[config.mk]
export PLATFORM = sky130hd
export DESIGN_NAME = char_flush_scanner
export DESIGN_NICKNAME = d
export VERILOG_FILES = /design/src/rtl/char_flush_scanner.sv
export SDC_FILE = /design/constraint.sdc
export NUM_CORES = 1
export LEC_CHECK = 0
export CAP_MARGIN = 40
export CELL_PAD_IN_SITES_DETAIL_PLACEMENT = 0
export CELL_PAD_IN_SITES_GLOBAL_PLACEMENT = 1
export CORE_MARGIN = 3
export CORE_UTILIZATION = 35
export CTS_BUF_LIST = sky130_fd_sc_hd__clkbuf_4 sky130_fd_sc_hd__clkbuf_8
export CTS_CLUSTER_SIZE = 25
export DETAILED_ROUTE_END_ITERATION = 8
export PLACE_DENSITY_LB_ADDON = 0.25
export SYNTH_ARGS = -nofsm -noshare
export SYNTH_HDL_FRONTEND = slang
export SYNTH_SLANG_ARGS = --single-unit
[constraint.sdc]
create_clock -name clk -period 3.7 [get_ports clk]
set_input_delay 0.74 -clock clk [delete_from_list [all_inputs] [get_ports clk]]
set_output_delay 0.74 -clock clk [all_outputs]
set_load 0.01 [all_outputs]
[src/rtl/char_flush_scanner.sv]
// ---------------------------------------------------------------------------
// char_flush_scanner
//
// Walks a scan position across the screen one pixel per clock, in row-major
// order with x fastest. The position goes out on flush_x/flush_y to the
// character glyph decoders. The merged colour/enable that comes back
// combinationally is registered into a one-cycle output stage that drives the
// VGA adapter's plot interface.
//
// Parameters
//   WIDTH      pixels per row    (1..256); flush_x runs 0..WIDTH-1
//   HEIGHT     rows per frame    (1..256); flush_y runs 0..HEIGHT-1
//   BG_COLOUR  colour plotted where no decoder asserts enable
//
// Ports
//   clk         system clock; all logic is rising-edge
//   resetn      synchronous active-low reset
//   start       single-cycle request to flush one frame (honoured in IDLE only)
//   in_colour   decoder-bank colour for the current flush_x/flush_y
//   in_enable   high when some glyph covers the current flush_x/flush_y
//   flush_x/y   scan coordinate presented to the decoders
//   vga_x/y     plot coordinate to the VGA adapter
//   vga_colour  plot colour
//   vga_plot    plot strobe; one pixel is written per high cycle
//   busy        high while a frame flush is in progress (SCAN and DRAIN)
//   done        one-cycle pulse when a frame completes
// ---------------------------------------------------------------------------
module char_flush_scanner #(
    parameter int         WIDTH     = 160,
    parameter int         HEIGHT    = 120,
    parameter logic [5:0] BG_COLOUR = 6'b000000
) (
    input  logic       clk,
    input  logic       resetn,
    input  logic       start,
    input  logic [5:0] in_colour,
    input  logic       in_enable,
    output logic [7:0] flush_x,
    output logic [7:0] flush_y,
    output logic [7:0] vga_x,
    output logic [7:0] vga_y,
    output logic [5:0] vga_colour,
    output logic       vga_plot,
    output logic       busy,
    output logic       done
);

    // Last legal coordinates. WIDTH/HEIGHT may be 256, so the compare values
    // are formed as WIDTH-1 and HEIGHT-1. That keeps them inside 8 bits.
    localparam logic [7:0] X_LAST = 8'(WIDTH - 1);
    localparam logic [7:0] Y_LAST = 8'(HEIGHT - 1);

    typedef enum logic [1:0] {
        IDLE  = 2'd0,
        SCAN  = 2'd1,
        DRAIN = 2'd2,
        DONE  = 2'd3
    } state_t;

    state_t     state;
    state_t     state_next;
    logic [7:0] x_next;
    logic [7:0] y_next;

    // Output-stage registers. The names carry the stage they belong to.
    logic       vld_p1;
    logic [7:0] x_p1;
    logic [7:0] y_p1;
    logic [5:0] colour_p1;

    // Choose between the glyph colour and the background colour.
    function automatic logic [5:0] pick_colour(input logic       enable,
                                               input logic [5:0] colour);
        return enable ? colour : BG_COLOUR;
    endfunction

    // Next-state and scan-counter logic.
    always_comb begin
        state_next = state;
        x_next     = flush_x;
        y_next     = flush_y;

        unique case (state)
            IDLE: begin
                // Counters are already parked at the origin here, so the
                // first SCAN cycle presents (0,0).
                x_next = 8'd0;
                y_next = 8'd0;
                if (start) begin
                    state_next = SCAN;
                end
            end

            SCAN: begin
                if (flush_x == X_LAST) begin
                    x_next = 8'd0;
                    if (flush_y == Y_LAST) begin
                        // Last pixel is being presented this cycle. Its plot
                        // comes out of the output stage during DRAIN.
                        y_next     = 8'd0;
                        state_next = DRAIN;
                    end else begin
                        y_next = flush_y + 8'd1;
                    end
                end else begin
                    x_next = flush_x + 8'd1;
                end
            end

            DRAIN: begin
                state_next = DONE;
            end

            DONE: begin
                state_next = IDLE;
            end

            default: begin
                state_next = IDLE;
                x_next     = 8'd0;
                y_next     = 8'd0;
            end
        endcase
    end

    // Stage p0: FSM state and scan counters.
    always_ff @(posedge clk) begin
        if (!resetn) begin
            state   <= IDLE;
            flush_x <= 8'd0;
            flush_y <= 8'd0;
        end else begin
            state   <= state_next;
            flush_x <= x_next;
            flush_y <= y_next;
        end
    end

    // Stage p1: capture the decoder return for the coordinate presented in
    // the previous cycle. The plot is valid only when that cycle was SCAN.
    always_ff @(posedge clk) begin
        if (!resetn) begin
            vld_p1    <= 1'b0;
            x_p1      <= 8'd0;
            y_p1      <= 8'd0;
            colour_p1 <= 6'd0;
        end else begin
            vld_p1    <= (state == SCAN);
            x_p1      <= flush_x;
            y_p1      <= flush_y;
            colour_p1 <= pick_colour(in_enable, in_colour);
        end
    end

    assign vga_plot   = vld_p1;
    assign vga_x      = x_p1;
    assign vga_y      = y_p1;
    assign vga_colour = colour_p1;

    assign busy = (state == SCAN) || (state == DRAIN);
    assign done = (state == DONE);

endmodule
; ---- Word level (Yosys, flattened, before mapping)
; Cells that the tools add are included.
[op_classes]
n_addsub = 2
n_eq_ne = 8
muxes = 9
reduce_logical = 6
[ops]
columns = operator, count
row1 = 8-bit one-hot mux with 2 select lines, 2
row2 = 8-bit 2-to-1 mux, 3
row3 = "8-bit by 1-bit adder with 8-bit output, second input constant", 2
row4 = "8-bit by 7-bit == test with 1-bit output, second input constant", 1
row5 = "8-bit == test, second input constant", 1
row6 = 2-bit one-hot mux with 4 select lines, 1
row7 = 2-bit 2-to-1 mux, 3
row8 = "2-bit inequality test, second input constant", 3
row9 = "2-bit == test, second input constant", 2
row10 = 2-bit AND reduction, 2
row11 = 3-bit AND reduction, 1
row12 = "2-bit by 1-bit == test with 1-bit output, second input constant", 1
row13 = 2-bit zero test, 1
row14 = 2-bit nonzero test, 1
row15 = 1-bit logical OR, 1
[totals]
ff_bits = 41
in_bits = 10
output_inout_bits = 41
word_cells = 32

; ---- Logic depth before layout (Yosys ltp)
; Gate-level depths: netlist of run 1.
[depth]
word_depth = 4
depth_mapped = 7
depth_no_buf = 6

; ---- Least setup slack after synthesis of run 1
; Ideal clock, no wire load.
[synth_path]
path_kind = register to register
startpoint = register flush_x[0]
endpoint = register flush_y[4]
setup_time_ns = 0.132
arrival_time_ns = 1.474
t_required_ns = 3.568
setup_slack_ns = 2.095
path_stages_with_launch = 6
n_path_buf = 0
period_less_slack_ns = 1.605
cell_sequence = dfxtp_1 -> ha_1 -> and4bb_1 -> nand3_2 -> o311ai_1 -> o41ai_1
[synth_between]
elab_chain_cells = 3
[synth_lines]
columns = item, line
row1 = start: declaration, 38  ; output logic [7:0] flush_x,
row2 = start signal: assignment, 134  ; flush_x <= x_next;
row3 = 8-bit == test, 95  ; if (flush_x == X_LAST) begin
row4 = 2-bit inequality test (no source line), --
row5 = 2-bit AND reduction (no source line), --
row6 = end signal: assignment, 135  ; flush_y <= y_next;
row7 = end: declaration, 39  ; output logic [7:0] flush_y,
; Every way passes these cells.
; A chain may end at the register's enable or synchronous reset.

; ---- Worst setup path after layout of run 1
[layout_path]
startpoint = register state[0]
endpoint = output busy
[layout_between]
elab_chain_cells = 2
word_cells_on_any_way = 3
cone_classes = eq/ne: 2 / reduce/logical: 1
[layout_lines]
columns = item, line
row1 = start: declaration, 60  ; state_t state;
row2 = start signal: assignment, 133  ; state <= state_next;
row3 = 2-bit by 1-bit == test with 1-bit output / 2-bit == test (equally long branches), 160  ; assign busy = (state == SCAN) || (state == DRAIN);
row4 = 1-bit logical OR *, 160
row5 = end: declaration, 44  ; output logic busy,
; Mark *: on every way between the ends. The rest lies on a longest branch, timed or not.

==> results of run 1 <==
power groups by stage:
stage          Sequential [mW]  Clock, mW  Combinational [mW]
5_1_grt                  0.489      0.331               0.344
4_1_cts                  0.485      0.307               0.306
3_5_place_dp             0.495          0               0.304
3_3_place_gp             0.493          0               0.293
2_1_floorplan            0.495          0               0.212
6_report                 0.485      0.299               0.302
routing by layer:
metal / up-vias / track usage [%]
met2: 30 / 28.12
met3: 6 / 3.664
met1: 687 / 19.27
met5: - / 0
met4: 0 / 4.891
li1: 724 / -
synth_stat cells, types with 5 or more instances:
| library cell | count |
|---|---|
| and3_1 | 8 |
| nand3_1 | 7 |
| a21oi_1 | 5 |
| o21ai_0 | 9 |
| ha_1 | 6 |
| nor2b_1 | 5 |
| nor2_1 | 5 |
| and2_1 | 15 |
| dfxtp_1 | 41 |
| nand2_1 | 13 |
worst max-delay path, stage by stage (launching register included):
cell             delay [ps]
dfxtp_1                 400
inv_1                    90
ha_1                    300
clkdlybuf4s50_1         530
cells by family (layout without fill, tap and decap cells):
| kind of cell | after synthesis | count (layout) |
|---|---|---|
| and+or+nand+nor | 77 | 77 |
| DFF | 41 | 41 |
| AOI/OAI and AO/OA | 34 | 34 |
| buffers and inverters | 11 | 64 |
| adders and majority gates | 6 | 6 |
| xor gates and xnor gates | 2 | 2 |
sequential cells by signal (all words and copies together), names as in the netlist:
| register | cells |
|---|---|
| flush_x | 8 |
| flush_y | 8 |
| vga_x | 8 |
| vga_y | 8 |
| vga_colour | 6 |
| state | 2 |
| vga_plot | 1 |
through the flow:
step / util (%) / hold WS, ps / cell area, sq um / setup WS, ps
floorplan: - / 529.6 / 1744 / 2095
global placement: 48.18 / 522.0 / 2291 / 1418
detailed placement: 48.18 / 527.5 / 2291 / 1263
CTS: 50.11 / 539.2 / 2382 / 1346
global route: 50.11 / 544.4 / 2382 / 1254
finish: 50.11 / 532.1 / 2382 / 1353
layout by cell type (no fill, tap or decap), types with 2 or more instances in the layout:
cell | synthesis | routed
a21oi_1 | 5 | 5
a31oi_1 | 4 | 4
and2_1 | 15 | 15
and3_1 | 8 | 8
and3_2 | 2 | 2
and4_1 | 2 | 2
clkbuf_4 | 0 | 3
clkbuf_8 | 1 | 5
clkdlybuf4s50_1 | 0 | 50
dfxtp_1 | 41 | 41
ha_1 | 6 | 6
inv_1 | 4 | 4
nand2_1 | 13 | 13
nand3_1 | 7 | 7
nand3b_1 | 4 | 4
nand4_1 | 2 | 2
nor2_1 | 5 | 5
nor2b_1 | 5 | 5
nor3_1 | 2 | 2
o21ai_0 | 9 | 9
o22ai_1 | 2 | 2
o311ai_1 | 2 | 2
o31ai_1 | 2 | 2
worst min path at each step:
stage,startpoint,to,cells past startpoint
after floorplan,flush_x[0]$_SDFFE_PN0P_,flush_x[0]$_SDFFE_PN0P_,2
after global placement,flush_y[7]$_SDFFE_PN0P_,vga_y[7]$_SDFF_PN0_,1
after detailed placement,flush_y[7]$_SDFFE_PN0P_,vga_y[7]$_SDFF_PN0_,1
after CTS,flush_y[7]$_SDFFE_PN0P_,vga_y[7]$_SDFF_PN0_,1
after global routing,flush_y[7]$_SDFFE_PN0P_,vga_y[7]$_SDFF_PN0_,1
final,flush_y[7]$_SDFFE_PN0P_,vga_y[7]$_SDFF_PN0_,1
final cells by class:
| class | instances | area [sq um] |
|---|---|---|
| flip-flops and latches | 41 | 820.8 |
| inverters | 5 | 18.77 |
| multi-input cells | 119 | 859.6 |
| repair buffers | 51 | 508.0 |
| clock buffers | 8 | 91.34 |
| well taps | 67 | 83.83 |
| fillers | 459 | 2372 |
==> results.sh, run 1 <==
export IMPL_status="complete, no violations"
export IMPL_power_total_mw=1.086
export IMPL_syn_inst=171
export IMPL_synth_compound_area_share_pct=14.35
export IMPL_gr_usage_all_layers_pct=15.98
export IMPL_ios=51
export IMPL_io_buffers=50
export IMPL_synth_mux_area_share_pct=0
export IMPL_wirelength_um=4339
export IMPL_yosys_area_share_simple_pct=29.63
export IMPL_die_w_um=76.59
export IMPL_die_y_um=76.59
export IMPL_synth_fa_ha_area_share_pct=4.304
export IMPL_power_internal_mw=0.7516
export IMPL_p_sw_share_pct=30.80
export IMPL_num_rows=25
export IMPL_p_switching_mw=0.3346
export IMPL_crit_path_end_kind="primary output"
export IMPL_vias=1447
export IMPL_clock_skew_ps=5.886
export IMPL_r2r_end="flush_y[7]$_SDFFE_PN0P_"
export IMPL_slew_headroom_pct=54.28
export IMPL_grt_max_degree=18
export IMPL_dpl_cell_count=283
export IMPL_ctsResizeCount=0
export IMPL_cp_endpoint="busy"
export IMPL_path_class="flop to primary output"
export IMPL_synth_top_area_cell="dfxtp_1"
export IMPL_arrival_ps=1610
export IMPL_synth_top_family_by_area="simple AND/OR/NAND/NOR gates"
export IMPL_hold_path_class="flop to flop"
export IMPL_initial_utilization_pct=36.68
export IMPL_fin_crit_sh_pct=63.43
export IMPL_synth_cell_type_count=50
export IMPL_syn_nets=187
export IMPL_synth_warning_count=0
export IMPL_mappedNetlistArea_sq_mm=0.001744
export IMPL_core_area_sq_mm=0.004755
export IMPL_wl_met2_um=2273
export IMPL_seq_area_frac_synth_pct=47.06
export IMPL_clkPwrFrac_pct=27.5
export IMPL_fin_crit_ps=2347
export IMPL_crit_start="state[0]$_SDFFE_PN0P_"
export IMPL_area_growth_pct=36.59
export IMPL_start_kind="flop"
export IMPL_avgRoutedWirePerCell_um=14.91
export IMPL_post_cts_buffers=0
export IMPL_cts_buffers=5
export IMPL_synth_edff_count=0
export IMPL_clock_fmax_mhz=426.1
export IMPL_wl_met1_um=1854
export IMPL_synth_top_area_share_pct=47.06
export IMPL_r2r_start="state[1]$_SDFFE_PN0P_"
export IMPL_grt_pass1_vias=1484
export IMPL_clkTransAtPathRegs_ps=70
export IMPL_cts_hold_buf=0
export IMPL_peakVddDrop_v=0.0002559
export IMPL_die_area_sq_mm=0.005866
export IMPL_layout_drive_gt1_share_pct=10.71
export IMPL_power_density_mw_per_mm2=455.9
export IMPL_dr_first_iter_drc_count=88
export IMPL_hpwl_um=3277
export IMPL_slew_violations=0
export IMPL_grt_setup_unrepaired="false"
export IMPL_critPathMaxFanout=4
export IMPL_synth_area_per_cell_sq_um=10.20
export IMPL_wl_met3_um=153
export IMPL_finalHoldViolCount=0
export IMPL_worst_slew_pin_transition_ps=685.8
export IMPL_antenna_found_initial=0
export IMPL_max_cap_violations=0
export IMPL_routed_top_layer="met4"
export IMPL_crit_required_ps=2960
export IMPL_nets=239
export IMPL_place_congestion=0.7723
export IMPL_r2r_setup_slack_ps=1680
export IMPL_grt_pass1_wl_um=7583
export IMPL_via_per_inst=4.973
export IMPL_yosys_most_used_dff="dfxtp_1"
export IMPL_cts_root_buf="clkbuf_8"
export IMPL_cts_buffer_depth=2
export IMPL_cts_tree="built"
export IMPL_synth_top_cells_by_area="dfxtp_1 47%, and2_1 5.4%, ha_1 4.3%"
export IMPL_p_comb_share_pct=27.8
export IMPL_ys_ff_latch=41
export IMPL_htreeDepth=2
export IMPL_p_leak_nw=0.9115
export IMPL_setup_tns_ps=0
export IMPL_final_cells=291
export IMPL_seqPwrFrac_pct=44.7
export IMPL_synth_xor_area_share_pct=1.004
export IMPL_cts_sinks=41
export IMPL_rr_worst_depth=6
export IMPL_setup_viol=0
export IMPL_drc=0
export IMPL_ant_nets=0
export IMPL_drt_pass1_iterations=4
export IMPL_worstSkewPairLatency_ps=290
export IMPL_antenna_cells=0
export IMPL_grt_overflow_total=0
export IMPL_async_flop_share_pct=0
(Power assumes the default switching activity.)
==> inputs of run 2 (changes only) <==
- clock period: 3.7 -> 2.2 ns (I/O delays scaled with it)
==> results.sh, run 2 (synthesis results as in run 1) <==
export IMPL_status="complete, no violations"
export IMPL_avgRoutedWirePerCell_um=14.10
export IMPL_cts_sinks=41
export IMPL_crit_chain="inv_1, ha_1, clkdlybuf4s50_1"
export IMPL_worstSkewPairLatency_ps=290
export IMPL_layout_commonest_cell="clkdlybuf4s50_1"
export IMPL_num_rows=25
export IMPL_gr_usage_all_layers_pct=15.48
export IMPL_initial_utilization_pct=36.68
export IMPL_power_density_mw_per_mm2=762.0
export IMPL_grt_overflow_total=0
export IMPL_grt_max_degree=18
export IMPL_hold_path_class="flop to flop"
export IMPL_power_internal_mw=1.266
export IMPL_grt_pass1_vias=1522
export IMPL_crit_path_end_kind="primary output"
export IMPL_p_leak_nw=0.9185
export IMPL_core_area_sq_mm=0.004755
export IMPL_p_switching_mw=0.5615
export IMPL_start_kind="flop"
export IMPL_antenna_cells=0
export IMPL_place_ws_ps=204.5
export IMPL_slew_violations=0
export IMPL_crit_required_ps=1760
export IMPL_path_class="flop to primary output"
export IMPL_layout_drive_gt1_share_pct=11.56
export IMPL_slew_headroom_pct=73.24
export IMPL_cp_slowest_cell="clkdlybuf4s50_1"
export IMPL_cts_root_buf="clkbuf_8"
export IMPL_utilization_pct=50.45
export IMPL_area_growth_pct=37.52
export IMPL_die_y_um=76.59
export IMPL_hpwl_um=3164
export IMPL_antenna_found_initial=0
export IMPL_hold_slack_ps=532.3
export IMPL_multi_input_area_sq_um=862.1
export IMPL_critPathTopFamily="buffers and inverters"
export IMPL_grt_pass1_wl_um=7293
export IMPL_die_area_sq_mm=0.005866
export IMPL_setup_tns_ps=0
export IMPL_most_common_layout_cells="50 x clkdlybuf4s50_1, 41 x dfxtp_1, 15 x and2_1, 13 x nand2_1, 9 x o21ai_0"
export IMPL_finalHoldViolCount=0
export IMPL_critPathMaxFanout=4
export IMPL_die_w_um=76.59
export IMPL_cts_buffer_depth=2
export IMPL_clkPwrFrac_pct=27.5
export IMPL_power_total_mw=1.828
export IMPL_dr_first_iter_drc_count=99
export IMPL_ant_nets=0
export IMPL_worst_slack_ps=151.2
export IMPL_htreeDepth=2
export IMPL_p_comb_share_pct=28.0
export IMPL_final_cells=292
export IMPL_clock_skew_ps=2.576
export IMPL_peakVddDrop_v=0.0004534
export IMPL_setup_viol=0
export IMPL_cts_buffers=5
export IMPL_clkTransAtPathRegs_ps=70
export IMPL_stdcell_area_sq_mm=0.002399
export IMPL_seqCellArea_sq_um=820.8
export IMPL_place_congestion=0.7921
export IMPL_io_buffers=50
export IMPL_cpPeakStageDelay_ps=540
export IMPL_seqPwrFrac_pct=44.6
export IMPL_clock_fmax_mhz=488.1
export IMPL_fillers=456
export IMPL_dpl_instance_area_sq_mm=0.002306
export IMPL_max_cap_violations=0
export IMPL_cts_tree="built"
export IMPL_vias=1441
export IMPL_dpl_cell_count=285
export IMPL_grt_setup_unrepaired="false"
export IMPL_drc=0
export IMPL_fin_crit_ps=2049
export IMPL_drt_pass1_iterations=4
export IMPL_fin_crit_sh_pct=93.13
export IMPL_ios=51
export IMPL_arrival_ps=1610
export IMPL_p_sw_share_pct=30.72
export IMPL_via_per_inst=4.935
export IMPL_worst_slew_pin_transition_ps=398.3
export IMPL_nets=241
export IMPL_wirelength_um=4116
export IMPL_path_buf_inv=2
-- run 2: changes by cell type in the layout (fill, tap and decap cells not counted) --
cell      delta
clkbuf_4     -2
buf_4        +2
clkbuf_8     +1
ha_2         +1
ha_1         -1
-- run 2: repair_timing --
action	in CTS	in global routing
resized for setup	0	1
setup endpoints to repair	0	1
hold buffers	0	0
setup buffers	0	0
-- run 2: power by group through the flow --
| stage | Clock [mW] | Combinational (mW) | Sequential [mW] |
|---|---|---|---|
| 6_report | 0.502 | 0.511 | 0.815 |
| 5_1_grt | 0.551 | 0.574 | 0.823 |
| 4_1_cts | 0.523 | 0.511 | 0.815 |
| 3_5_place_dp | 0 | 0.506 | 0.833 |
| 3_3_place_gp | 0 | 0.497 | 0.828 |
| 2_1_floorplan | 0 | 0.357 | 0.833 |
-- run 2: layout make-up --
| type | count | area share [%] |
|---|---|---|
| Multi-Input combinational cell | 119 | 35.94 |
| Sequential cell | 41 | 34.22 |
| Timing Repair Buffer | 53 | 21.80 |
| Clock buffer | 7 | 3.756 |
| Tap cell | 67 | 3.495 |
| Inverter | 5 | 0.7825 |
-- run 2: final timing paths --
path	depth (start not counted)	from	slack [ps]	end
setup / recovery	3	state[0]$_SDFFE_PN0P_	150	busy
hold / removal	1	flush_y[7]$_SDFFE_PN0P_	530	vga_y[7]$_SDFF_PN0_
setup reg to reg	5	flush_x[0]$_SDFFE_PN0P_	400	flush_y[7]$_SDFFE_PN0P_
hold reg to reg	1	flush_y[7]$_SDFFE_PN0P_	530	vga_y[7]$_SDFF_PN0_
-- run 2: routing by layer --
metal	GRT usage, %	wire length, um	up-vias
met3	3.783	137	7
li1	-	-	731
met1	18.01	1789	676
met4	6.522	70	0
met5	0	0	-
met2	26.98	2120	27
